[config.mk]
export PLATFORM = sky130hd
export DESIGN_NAME = countdown_timer
export DESIGN_NICKNAME = d
export VERILOG_FILES = /design/src/rtl/countdown_timer.sv
export SDC_FILE = /design/constraint.sdc
export NUM_CORES = 1
export LEC_CHECK = 0
export CAP_MARGIN = 20
export CORE_MARGIN = 2
export CORE_UTILIZATION = 46
export DETAILED_ROUTE_END_ITERATION = 16
export PLACE_DENSITY = 0.87
export SLEW_MARGIN = 15
export SYNTH_ARGS = -nofsm -noshare
export SYNTH_HDL_FRONTEND = slang
export SYNTH_SLANG_ARGS = --single-unit
[constraint.sdc]
create_clock -name clk -period 1.9 [get_ports clk]
set_input_delay 0.285 -clock clk [delete_from_list [all_inputs] [get_ports clk]]
set_output_delay 0.285 -clock clk [all_outputs]
set_load 0.1 [all_outputs]
[src/rtl/countdown_timer.sv]
// ---------------------------------------------------------------------------
// countdown_timer
//
// Two-digit BCD countdown timer. A load strobe captures the 2-bit tens and
// units presets (range 00..33). After `start`, the value counts down one unit
// per `tick`, borrowing from the tens digit when the units digit is 0. The
// timer can be paused and resumed. On reaching 00 it pulses `done` once and
// holds `alarm` high for ALARM_TICKS ticks.
//
// Parameters:
//   ALARM_TICKS  number of ticks `alarm` stays high after expiry (1..15)
//
// Ports:
//   clk      in   system clock, all state changes on the rising edge
//   rst      in   synchronous active-high reset
//   pls      in   preset load strobe
//   ps_ds    in   [1:0] preset tens digit
//   ps_us    in   [1:0] preset units digit
//   start    in   start / resume request (one cycle)
//   stop     in   pause / cancel request (one cycle)
//   tick     in   time-base enable (one cycle per count)
//   ds       out  [3:0] current tens digit, BCD
//   us       out  [3:0] current units digit, BCD
//   running  out  high while counting
//   done     out  one-cycle pulse on the first cycle of expiry
//   alarm    out  high while the expiry alarm is active
// ---------------------------------------------------------------------------
module countdown_timer #(
    parameter int unsigned ALARM_TICKS = 5
) (
    input  logic       clk,
    input  logic       rst,
    input  logic       pls,
    input  logic [1:0] ps_ds,
    input  logic [1:0] ps_us,
    input  logic       start,
    input  logic       stop,
    input  logic       tick,
    output logic [3:0] ds,
    output logic [3:0] us,
    output logic       running,
    output logic       done,
    output logic       alarm
);

    typedef enum logic [2:0] {
        StIdle,
        StReady,
        StRun,
        StPause,
        StDone
    } state_e;

    // Counter value at which the final alarm tick is taken.
    localparam logic [3:0] AlarmLast = 4'(ALARM_TICKS - 1);

    state_e     state_q, state_d;
    logic [3:0] ds_q, ds_d;
    logic [3:0] us_q, us_d;
    logic [3:0] acnt_q, acnt_d;
    logic       done_q, done_d;

    logic [3:0] load_ds;
    logic [3:0] load_us;
    logic       is_zero;
    logic       is_one;

    assign load_ds = {2'b00, ps_ds};
    assign load_us = {2'b00, ps_us};
    assign is_zero = (ds_q == 4'd0) && (us_q == 4'd0);
    assign is_one  = (ds_q == 4'd0) && (us_q == 4'd1);

    // -----------------------------------------------------------------------
    // State register
    // -----------------------------------------------------------------------
    always_ff @(posedge clk) begin
        if (rst) begin
            state_q <= StIdle;
            ds_q    <= 4'd0;
            us_q    <= 4'd0;
            acnt_q  <= 4'd0;
            done_q  <= 1'b0;
        end else begin
            state_q <= state_d;
            ds_q    <= ds_d;
            us_q    <= us_d;
            acnt_q  <= acnt_d;
            done_q  <= done_d;
        end
    end

    // -----------------------------------------------------------------------
    // Next-state logic
    // Priority within a cycle: pls (except in RUN) > stop > start > tick.
    // -----------------------------------------------------------------------
    always_comb begin
        state_d = state_q;
        ds_d    = ds_q;
        us_d    = us_q;
        acnt_d  = acnt_q;

        unique case (state_q)
            StIdle: begin
                if (pls) begin
                    ds_d    = load_ds;
                    us_d    = load_us;
                    state_d = StReady;
                end
            end

            StReady: begin
                if (pls) begin
                    ds_d = load_ds;
                    us_d = load_us;
                end else if (stop) begin
                    ds_d    = 4'd0;
                    us_d    = 4'd0;
                    state_d = StIdle;
                end else if (start) begin
                    state_d = StRun;
                end
            end

            StRun: begin
                if (stop) begin
                    state_d = StPause;
                end else if (is_zero) begin
                    // Started from 00: expire without waiting for a tick.
                    state_d = StDone;
                    acnt_d  = 4'd0;
                end else if (tick) begin
                    if (us_q != 4'd0) begin
                        us_d = us_q - 4'd1;
                    end else begin
                        ds_d = ds_q - 4'd1;
                        us_d = 4'd9;
                    end
                    if (is_one) begin
                        state_d = StDone;
                        acnt_d  = 4'd0;
                    end
                end
            end

            StPause: begin
                if (pls) begin
                    ds_d    = load_ds;
                    us_d    = load_us;
                    state_d = StReady;
                end else if (stop) begin
                    ds_d    = 4'd0;
                    us_d    = 4'd0;
                    state_d = StIdle;
                end else if (start) begin
                    state_d = StRun;
                end
            end

            StDone: begin
                if (pls) begin
                    ds_d    = load_ds;
                    us_d    = load_us;
                    state_d = StReady;
                end else if (stop) begin
                    state_d = StIdle;
                end else if (tick) begin
                    if (acnt_q == AlarmLast) begin
                        state_d = StIdle;
                    end else begin
                        acnt_d = acnt_q + 4'd1;
                    end
                end
            end

            default: begin
                state_d = StIdle;
            end
        endcase

        // Pulse only on the transition into DONE.
        done_d = (state_d == StDone) && (state_q != StDone);
    end

    // -----------------------------------------------------------------------
    // Outputs: all derived from registers only
    // -----------------------------------------------------------------------
    always_comb begin
        ds      = ds_q;
        us      = us_q;
        done    = done_q;
        running = (state_q == StRun);
        alarm   = (state_q == StDone);
    end

endmodule

==> results.txt, run 1 <==
The first-pass GRT wire length is around 5400 µm. The TritonCTS buffer count came out at 3. STA classifies the critical path endpoint as a flip-flop. The number of vias in the routed layout came out at 1,295. The number of input and output port buffers inserted is 20. The number of placed instances, taps included, is 189. The number of sinks handled by clock tree synthesis is 16. The number of enable-type register cells in the synthesized netlist is 0.

The leading cell type in the layout, fill and taps excluded is sky130_fd_sc_hd__buf_4. The tightest min-delay check is of the flip-flop to flip-flop type. For the pin with the worst max-slew slack, the measured transition is 509 ps. The final routed DRC violation total came out at 0.

The floorplan die height came out at 52.4 µm. The count of endpoints failing hold in the final timing report came to 0. The TritonCTS clock tree is yes. The instance count of the mapped netlist came out at 131.

In the layout the commonest cells are sky130_fd_sc_hd__buf_4, sky130_fd_sc_hd__nor2_1, sky130_fd_sc_hd__clkdlybuf4s50_1, sky130_fd_sc_hd__a21oi_1, sky130_fd_sc_hd__dfxtp_1. The worst setup path is of the flip-flop to flip-flop kind. The run finished with clean final reports. The routed wire length per instance came out at 19.0 µm.

The maximum number of pins on one net before global-route repair is 14. The portion of the clock cycle consumed by the worst path in the final layout is 99.3%. The number of nets with antenna violations after routing is 0.

The cell area after placement came out at 1430 µm². The minimum hold slack is approximately 520 ps. At the worst endpoint, the arrival time is 2090 ps. The via count normalized by instance count is 6.61. The number of cell rows is 17. Measured against its own limit, the worst slew margin works out to 66.0%.

The library cell with the largest summed area after synthesis is sky130_fd_sc_hd__dfxtp_1. The largest clock skew in the final design is 7.91 ps. The tree is rooted in a sky130_fd_sc_hd__clkbuf_4. No sink is reached through more buffers than the 2 on the longest clock path.

The non-filler instance count after layout is around 200. Clock-pin slew was measured on the worst setup and hold paths at 100 ps. Setup repair after global routing could not meet its margin everywhere.

The width of the chip came out at 52.4 µm. The count of state elements after synthesis is 16. The final net count is roughly 180. IR analysis of the VDD net gives a maximum drop of 454 µV. The global-route usage over all layers is 26.7%. The total number of yosys warnings came out at 0. The max-capacitance violation count is 0. The leakage power came out at 0.600 nW. The count of routing violations after the opening detailed-route iteration is 64. The final count of pins violating max slew is 0. The area growth from synthesis to final layout came out at 43.1%. The fraction of synthesis flops using an asynchronous set or reset pin came out at 0%. The floorplan step defined a die boundary enclosing around 2700 µm². The final routed wirelength across all metal layers is 3730 µm. The weighted congestion reported at the end of routability-driven placement is 0.930. The via count of the first global-routing pass came to 1,211. Prior to clock tree synthesis, the placed netlist has a worst setup slack of -109 ps. In this run the worst path has a maximum fanout of 3. The worst setup path is launched from a flip-flop. The number of hold buffers added after cts came out at 0. The most used flip-flop cell after synthesis is sky130_fd_sc_hd__dfxtp_1. The synthesized area per cell came out at 8.21 µm².

The number of diodes added for antenna fixing is 0. In the post-route analysis, the smallest setup slack over all paths is 13.9 ps. The clock insertion delay at the later pin of the skew report came out at 300 ps.

For this run, the detailed router's first-pass iteration total came to 4. Detailed placement finished with a half-perimeter wire length of 2370 µm. The I/O pin count came out at 21. Counting every net in the synthesized netlist gives 144. The achievable clock frequency is 530 MHz. The depth of the CTS H-tree came out at 1. The final setup violation count came out at 0.

The required time reported for the critical path endpoint came out at 2100 ps. The initial antenna violation count came out at 0. The areal power density over the cells came out at 605 nW/µm². The final instance area is 1540 µm².

Yosys attributes the largest share of cell area to sky130_fd_sc_hd__dfxtp_1, sky130_fd_sc_hd__ha_1, sky130_fd_sc_hd__nor2_1. The proportion of synthesized chip area in sequential cells is 29.8%. The initial utilization of the core area, before any placement, comes to 48.6%. The share of the synthesized area in the top cell type is 29.8%. After floorplanning, the core was sized to cover ~2200 µm².

The number of distinct library cells after synthesis is 49. The overall overflow remaining after global route is 0. Cells with a size suffix above 1 make up between 30% and 40% of the layout.

After layout, the minimum clock period comes to 1890 ps. The cell area that synthesis handed to floorplanning was ~1100 µm².
-- path summary, 6_finish.rpt --
path	from	to	slack, ps	depth (start not counted)
worst max-delay path	ds[1]	acnt_q[0]	10	7
worst min register to register	ds[2]	ds[2]	520	2
worst max register to register	ds[1]	acnt_q[0]	10	7
worst min-delay path	ds[2]	ds[2]	520	2
-- synthesized netlist by cell type, types with 2 or more instances --
cell type	number
sky130_fd_sc_hd__a2111oi_0	3
sky130_fd_sc_hd__a211oi_1	4
sky130_fd_sc_hd__a21o_1	3
sky130_fd_sc_hd__a21oi_1	7
sky130_fd_sc_hd__and3_1	3
sky130_fd_sc_hd__buf_2	3
sky130_fd_sc_hd__clkbuf_1	3
sky130_fd_sc_hd__dfxtp_1	16
sky130_fd_sc_hd__ha_1	3
sky130_fd_sc_hd__inv_1	8
sky130_fd_sc_hd__mux2i_1	2
sky130_fd_sc_hd__nand2_1	6
sky130_fd_sc_hd__nand2b_1	2
sky130_fd_sc_hd__nand3_1	4
sky130_fd_sc_hd__nand3b_1	3
sky130_fd_sc_hd__nor2_1	10
sky130_fd_sc_hd__nor3_1	7
sky130_fd_sc_hd__nor3b_1	2
sky130_fd_sc_hd__nor4_1	2
sky130_fd_sc_hd__o21ai_0	3
sky130_fd_sc_hd__o31a_1	3
sky130_fd_sc_hd__o31ai_1	4
sky130_fd_sc_hd__o32ai_1	2
sky130_fd_sc_hd__or3_1	2
sky130_fd_sc_hd__or3_2	2
-- report_power, final --
group / total, mW / internal, mW / leakage [nW] / switching (mW)
Combinational: 0.329 / 0.127 / 0.444 / 0.202
Clock: 0.236 / 0.117 / 0.0210 / 0.119
Sequential: 0.366 / 0.347 / 0.135 / 0.0192
Total: 0.931 / 0.591 / 0.600 / 0.340
-- worst max-delay path, cell delays in order (launching register included) --
cell and delay, ps:
sky130_fd_sc_hd__dfxtp_4 360, sky130_fd_sc_hd__inv_2 60, sky130_fd_sc_hd__ha_4 140, sky130_fd_sc_hd__or3b_4 380, sky130_fd_sc_hd__buf_4 170, sky130_fd_sc_hd__o41ai_2 320
sky130_fd_sc_hd__nand3_1 130, sky130_fd_sc_hd__a32o_1 240
-- routing by layer --
layer  up-vias  global-route usage, %  routed length [µm]
met5         -                      0                   0
met4         0                   13.7                 118
met3        15                   4.29                 340
met2        93                   44.6                1860
met1       604                   32.9                1410
li1        583                      -                   -
-- cell families after synthesis --
group | synth area share (%)
buffers and inverters | 5.23
and+or+nand+nor | 27.3
AOI/OAI and AO/OA | 31.3
adders and majority gates | 3.49
DFF | 29.8
muxes | 2.91
-- timing repair --
action / 4_1_cts / 5_1_grt
endpoints found under the setup margin: 4 / 6
pin swaps: 4 / 4
resized for setup: 7 / 5
setup buffers: 2 / 1
-- stage by stage --
step / total power, mW / TNS [ps] / util [%]
detailed placement: 0.651 / -193 / 64.8
global placement: 0.646 / 0 / 64.8
floorplan: 0.564 / -707 / -
CTS: 0.901 / -4.35 / 68.0
global route: 0.958 / -39.4 / 69.6
finish: 0.931 / 0 / 69.6
-- state kept, by name, summed over array words and instances, names as in the netlist --
signal / count
acnt_q: 4
ds: 4
us: 4
state_q: 3
done: 1
-- final cells by class --
class,count,area [µm²]
Inverter,8,30.0
Tap cell,28,35.0
Fill cell,177,672
Sequential cell,16,344
Multi-Input combinational cell,101,754
Timing Repair Buffer,39,340
Clock buffer,4,36.3
No activity file was read; power rests on OpenSTA's default activity.
==> run 2: changes to the inputs <==
Settings changed: CAP_MARGIN 20 to not set, PLACE_DENSITY 0.87 to 0.76.
==> results.txt, run 2 (synthesis results as in run 1) <==
The required time reported for the critical path endpoint is 2080 ps. The largest clock skew in the final design is 4.88 ps. Entering global routing, the biggest net connects 14 pins. The overall overflow remaining after global route came out at 0. The number of cells on the worst hold path came out at 2.

The count of routing violations after the opening detailed-route iteration came out at 46. The startpoint of the worst hold path is ds[2]. The worst slew slack as a fraction of its limit came out at between 60% and 70%. The first-pass iteration count of the detailed router came out at 4.

The depth of the CTS H-tree is 1. The first-pass GRT wire length is 4750 µm. Once layout is done, the placed cells without fillers occupy 1530 µm². The path class of the tightest hold or removal check is flip-flop to flip-flop. The achievable clock frequency came out at ~520 MHz. In the routed design, unresolved DRC markers number 0. The number of antenna diodes in the final layout is 0. The number of vias in the routed layout came out at 1,177. The non-filler instance count after layout is around 200.

The minimum hold slack is 509 ps. The final reports fail on negative setup slack. In the layout the commonest cells are sky130_fd_sc_hd__buf_4, sky130_fd_sc_hd__nor2_1, sky130_fd_sc_hd__clkdlybuf4s50_1. The number of instances in the placed design came out at just under 200. At the end of routability-driven placement, the weighted congestion stood at about 0.86. The flow ran to the end, but the final reports show violations. The post-CTS setup buffer count is 0. The final count of pins violating max slew came out at 0.

The full die area is around 2700 µm². The final setup violation count is 1. In this run the critical register-to-register path is captured at ds[1]. The number of buffers on the longest clock path is 2. The clock transition at the registers of the reported paths is ~100 ps. The overall power of the completed layout is around 900 µW.

The critical path in this run is classified as flip-flop to flip-flop. The via count of the first global-routing pass is 1,093. The leading cell type in the layout, fill and taps excluded is sky130_fd_sc_hd__buf_4. The post-layout minimum cycle time came out at 1910 ps.

Max-cap violations in this run came to 0. The path with the worst hold slack has its endpoint at ds[2]. Clock latency on the worst-skew pair, taken at its later pin, is 300 ps. Across the VDD grid, the largest voltage drop is between 400 and 500 µV. The initial standard-cell utilization of the core is 48.6%. The signal arrival time at the worst endpoint came out at roughly 2100 ps. The floorplan die height came out at around 52 µm. The core footprint is ~2200 µm².

The startpoint of the most critical register-to-register path is us[3]. The floorplan has 17 rows. The via count normalized by instance count came out at 5.97. The area growth from synthesis to final layout came out at 41.9%. For this design the static power due to leakage is 0.605 nW. In the final layout, the share of cells above drive strength 1 is between 30 and 40%. The I/O pin count is 21. The setup slack on the worst flop-to-flop path came out at -7 ps. For this design, the sink count on the clock tree is 16. The final net count came out at ~180. The number of nets with antenna violations after routing came out at 0. TritonCTS built the clock tree. Dividing the final minimum period by the clock period gives 100%. The number of fillers in the final layout came out at 192. The count of endpoints failing hold in the final timing report came out at 0. The post-detailed-placement half-perimeter wirelength is 2180 µm. The root buffer cell chosen for the clock tree is sky130_fd_sc_hd__clkbuf_4. The final routed wirelength across all metal layers is 2990 µm. The global-route usage over all layers came out at 23.5%. The routed wire length per instance is around 15 µm. The initial antenna violation count came to 0. Clock tree synthesis inserted a total of 3 buffers.

The maximum fanout along the worst path came out at 6. The type of destination of the critical path is a flip-flop. The width of the chip is ~52 µm. The number of input and output port buffers inserted is 20. The logic depth of the worst register-to-register path is 4. The slack of the critical path came out at -6.65 ps.

The kind of launch point of the worst setup path is a flip-flop. Hold repair after CTS inserted 0 buffers. The areal power density over the cells is 589 nW/µm².

The cell area after placement is 1460 µm². The transition time of the tightest slew-check pin is 544 ps.
-- run 2: cell count changes in the layout (fill, tap and decap cells not counted) --
cell / change
sky130_fd_sc_hd__a2111oi_4: -1
sky130_fd_sc_hd__a2111oi_2: +1
sky130_fd_sc_hd__buf_4: +1
sky130_fd_sc_hd__inv_2: -1
sky130_fd_sc_hd__ha_4: -1
sky130_fd_sc_hd__o21bai_1: +1
sky130_fd_sc_hd__o31ai_1: -1
sky130_fd_sc_hd__o31ai_2: +1
sky130_fd_sc_hd__inv_1: +1
sky130_fd_sc_hd__o21bai_2: -1
sky130_fd_sc_hd__ha_2: +1
-- run 2: worst max-delay path by stage --
stage / startpoint / endpoint / slack, ps
2_1_floorplan: state_q[0] / acnt_q[2] / -210
3_3_place_gp: ds[0] / acnt_q[3] / -3
3_5_place_dp: stop / ds[0] / -30
4_1_cts: us[3] / ds[0] / 10
5_1_grt: us[3] / ds[1] / -60
6_report: us[3] / ds[1] / -7
-- run 2: area by class of cell --
type	count	area, µm²	area share [%]
Multi-Input combinational cell	101	733	48.0
Timing Repair Buffer	40	348	22.8
Sequential cell	16	344	22.5
Clock buffer	4	36.3	2.38
Tap cell	28	35.0	2.30
Inverter	8	30.0	1.97
-- run 2: stage by stage --
stage               setup slack, ps  utilization (%)  setup TNS, ps
floorplan                      -209                -           -707
global placement              -3.04             66.1          -3.04
detailed placement            -25.2             66.1          -53.2
CTS                            13.5             68.2              0
global route                  -60.0             69.0          -75.4
finish                        -6.65             69.0          -6.65
-- run 2: timing repair --
item / in CTS / in global routing
endpoints found under the setup margin: 4 / 3
gates cloned: 0 / 0
pin swaps: 0 / 1
resized for setup: 3 / 6
-- run 2: power by group --
| part | switching (mW) | total (mW) | leakage (nW) | internal, mW |
|---|---|---|---|---|
| Sequential | 0.0120 | 0.359 | 0.135 | 0.347 |
| Clock | 0.121 | 0.238 | 0.0210 | 0.117 |
| Combinational | 0.187 | 0.303 | 0.449 | 0.115 |
-- run 2: critical path: stages, from the launching register on --
cell,delay [ps]
sky130_fd_sc_hd__dfxtp_4,380
sky130_fd_sc_hd__or4_4,550
sky130_fd_sc_hd__o31a_1,380
sky130_fd_sc_hd__a2111oi_2,410
sky130_fd_sc_hd__nor3_1,80
-- run 2: per-layer routing --
metal / vias up / routed length [µm] / track usage (%)
met2: 34 / 1440 / 37.7
met5: - / 0 / 0
met4: 0 / 37 / 9.83
li1: 590 / - / -
met3: 4 / 182 / 3.71
met1: 549 / 1330 / 31.0
==> run 3: changes to the inputs <==
--- a/config.mk
+++ b/config.mk
@@ -7,3 +7,2 @@
 export LEC_CHECK = 0
-export CORE_MARGIN = 2
 export CORE_UTILIZATION = 46
==> constraint.sdc (replaced) <==
create_clock -name clk -period 1.9 [get_ports clk]
set_input_delay 0.38 -clock clk [delete_from_list [all_inputs] [get_ports clk]]
set_output_delay 0.38 -clock clk [all_outputs]
set_load 0.1 [all_outputs]
==> results.txt, run 3 (synthesis results as in run 1) <==
The minimum hold slack is between 500 and 600 ps. The achievable clock frequency came out at 531 MHz. The non-filler instance count after layout came out at around 200. The width of the chip is 50.4 µm. STA classifies the critical path endpoint as a flip-flop.

At the end of the flow, the number of nets in the layout was 189. In this run the number of H-tree levels came out at 1. The via count normalized by instance count came out at between 6 and 7.

The clock transition at the registers of the reported paths is ~100 ps. The first-pass GRT wire length came out at 5330 µm. The required time reported for the critical path endpoint came out at 2090 ps. The min-delay analysis places its worst path in the category flip-flop to flip-flop.

The global-route usage over all layers came out at 27.8%. The critical path is of the flip-flop to flip-flop type. Leaving out fill and tap cells, the most frequent cells in the layout are sky130_fd_sc_hd__buf_4, sky130_fd_sc_hd__nor2_1, sky130_fd_sc_hd__clkdlybuf4s50_1, sky130_fd_sc_hd__a21oi_1, sky130_fd_sc_hd__dfxtp_1. Tracing the worst setup path back leads to its startpoint at us[3]. The die is 50.4 µm tall. The clock drives 16 sinks. Port buffering added 20 buffers. In this run the critical register-to-register path is captured at ds[0].

After layout, the minimum clock period comes to 1880 ps. The portion of the clock cycle consumed by the worst path in the final layout is between 90 and 100%. The initial standard-cell utilization of the core came out at 48.6%. The first-pass iteration count of the detailed router came out at 4. The final count of pins violating max slew was 0.

The maximum fanout along the worst path came out at 4. The critical path ends at ds[0]. The leakage power is 0.649 nW. The tool flagged a number of max-cap violations equal to 0. The switching portion of total power came out at 35.7%. Setup violations remaining at the end of the flow were counted as 0.

The sequential cell fraction of total power is 39.1%. The number of cell rows is 17. The transition time of the tightest slew-check pin came out at 359 ps. The kind of launch point of the worst setup path is a flip-flop. The number of instances in the placed design came out at 196.

The largest clock skew in the final design is 2.38 ps. The area growth from synthesis to final layout is 51.6%. The logic depth of the worst register-to-register path is 4.

The final routed DRC violation total is 0. The final routed wirelength across all metal layers is 3190 µm. The routed wire length per instance came out at 15.7 µm. The number of diodes added for antenna fixing is 0. The final instance area came out at 1630 µm². The signal arrival time at the worst endpoint came out at between 2000 and 2500 ps.

In this run the deepest clock path goes through 2 buffers. The startpoint of the most critical register-to-register path is us[3]. The fraction of layout cells with a size suffix above 1 came out at a little under two fifths.

The core region is 2210 µm². At the end of routability-driven placement, the weighted congestion stood at 0.933. The overall power of the completed layout came out at a little over 900 µW. After the first detailed-routing iteration, the DRC count stood at 34.

The cell area after placement came out at between 1500 and 2000 µm². The TritonCTS buffer count is 3. The leading cell type in the layout, fill and taps excluded is sky130_fd_sc_hd__buf_4. Cell internal power was estimated by the tool at approximately 600 µW. Power spread over the standard cell area amounts to 568 nW/µm². The count of endpoints failing hold in the final timing report was 0. The fraction of power consumed by the clock network is about a quarter. For this design the total switching power over the nets is around 330 µW.

Once detail routing completed, the nets flagged for antenna violations numbered 0. Summing over every cut layer, the via total after detailed routing is 1,246. In this run the register-to-register setup slack is 20 ps. The worst slew slack as a fraction of its limit is 75.5%. The number of hold buffers added after cts is 0.

TritonCTS built the clock tree. The initial antenna violation count is 0. Entering global routing, the biggest net connects 14 pins. The post-detailed-placement half-perimeter wirelength came out at 2320 µm. The flow ran to the end, and the final reports show no timing, DRC or antenna violations.

The share of power burned in combinational logic is 35.2%. During I/O placement, the number of pins put on the boundary was 21. The peak supply drop is 346 µV. The root buffer cell chosen for the clock tree is sky130_fd_sc_hd__clkbuf_4.

The clock insertion delay at the later pin of the skew report came out at 300 ps. For this run the aggregate overflow at the end of global routing stands at 0. The via count of the first global-routing pass came out at roughly 1.2k.

The die covers 2540 µm².
-- run 3: changes by cell type in the layout (fill, tap and decap cells not counted) --
cell,before,now
sky130_fd_sc_hd__buf_12,2,6
sky130_fd_sc_hd__buf_4,29,31
sky130_fd_sc_hd__ha_2,1,0
sky130_fd_sc_hd__ha_4,0,1
sky130_fd_sc_hd__inv_1,7,6
sky130_fd_sc_hd__inv_2,1,2
-- run 3: metrics by stage --
stage / TNS, ps / worst slack, ps / utilization, %
2_1_floorplan: -707 / -209 / -
3_3_place_gp: -145 / -63.6 / 69.4
3_5_place_dp: -481 / -153 / 69.4
4_1_cts: 0 / 15.1 / 71.9
5_1_grt: -34.5 / -34.5 / 73.8
6_report: 0 / 17.3 / 73.8
-- run 3: power groups by stage --
stage	combinational [mW]	clock, mW	sequential (mW)
after floorplan	0.117	0	0.447
after global placement	0.299	0	0.368
after detailed placement	0.305	0	0.369
after CTS	0.314	0.242	0.362
after global routing	0.344	0.250	0.364
final	0.327	0.238	0.362
-- run 3: per-layer routing --
layer / global-route usage [%] / vias to the layer above / part of all wire, %
met5: 0 / - / 0
met2: 43.6 / 53 / 47
met1: 36.1 / 585 / 43
met4: 14.8 / 0 / 2.8
li1: - / 595 / -
met3: 4.85 / 13 / 7.1
-- run 3: worst min-delay path by stage --
stage	from	endpoint	cells past startpoint	slack (ps)
after floorplan	acnt_q[2]	acnt_q[2]	1	460
after global placement	ds[2]	ds[2]	2	480
final	ds[2]	ds[2]	2	510
after CTS	ds[2]	ds[2]	2	510
after global routing	acnt_q[2]	acnt_q[2]	1	540
after detailed placement	ds[2]	ds[2]	2	500
-- run 3: critical path, cell delays in order (launching register included) --
cell and delay, ps:
sky130_fd_sc_hd__dfxtp_4 370, sky130_fd_sc_hd__or4_4 580, sky130_fd_sc_hd__o31a_1 370, sky130_fd_sc_hd__a2111oi_2 370, sky130_fd_sc_hd__nor3_1 90
-- run 3: cell type report --
type	count	area, µm²
sequential	16	344
tap	28	35.0
multi-input combinational	101	743
clock buffer	4	36.3
timing repair buffer	46	443
inverter	8	30.0
fill	177	581
-- run 3: repair_timing --
action                                  CTS  global route
endpoints found under the setup margin    6             6
hold endpoints to repair                  0             0
setup buffers                             0             3
resized for setup                         5             6
pin swaps                                 0             2
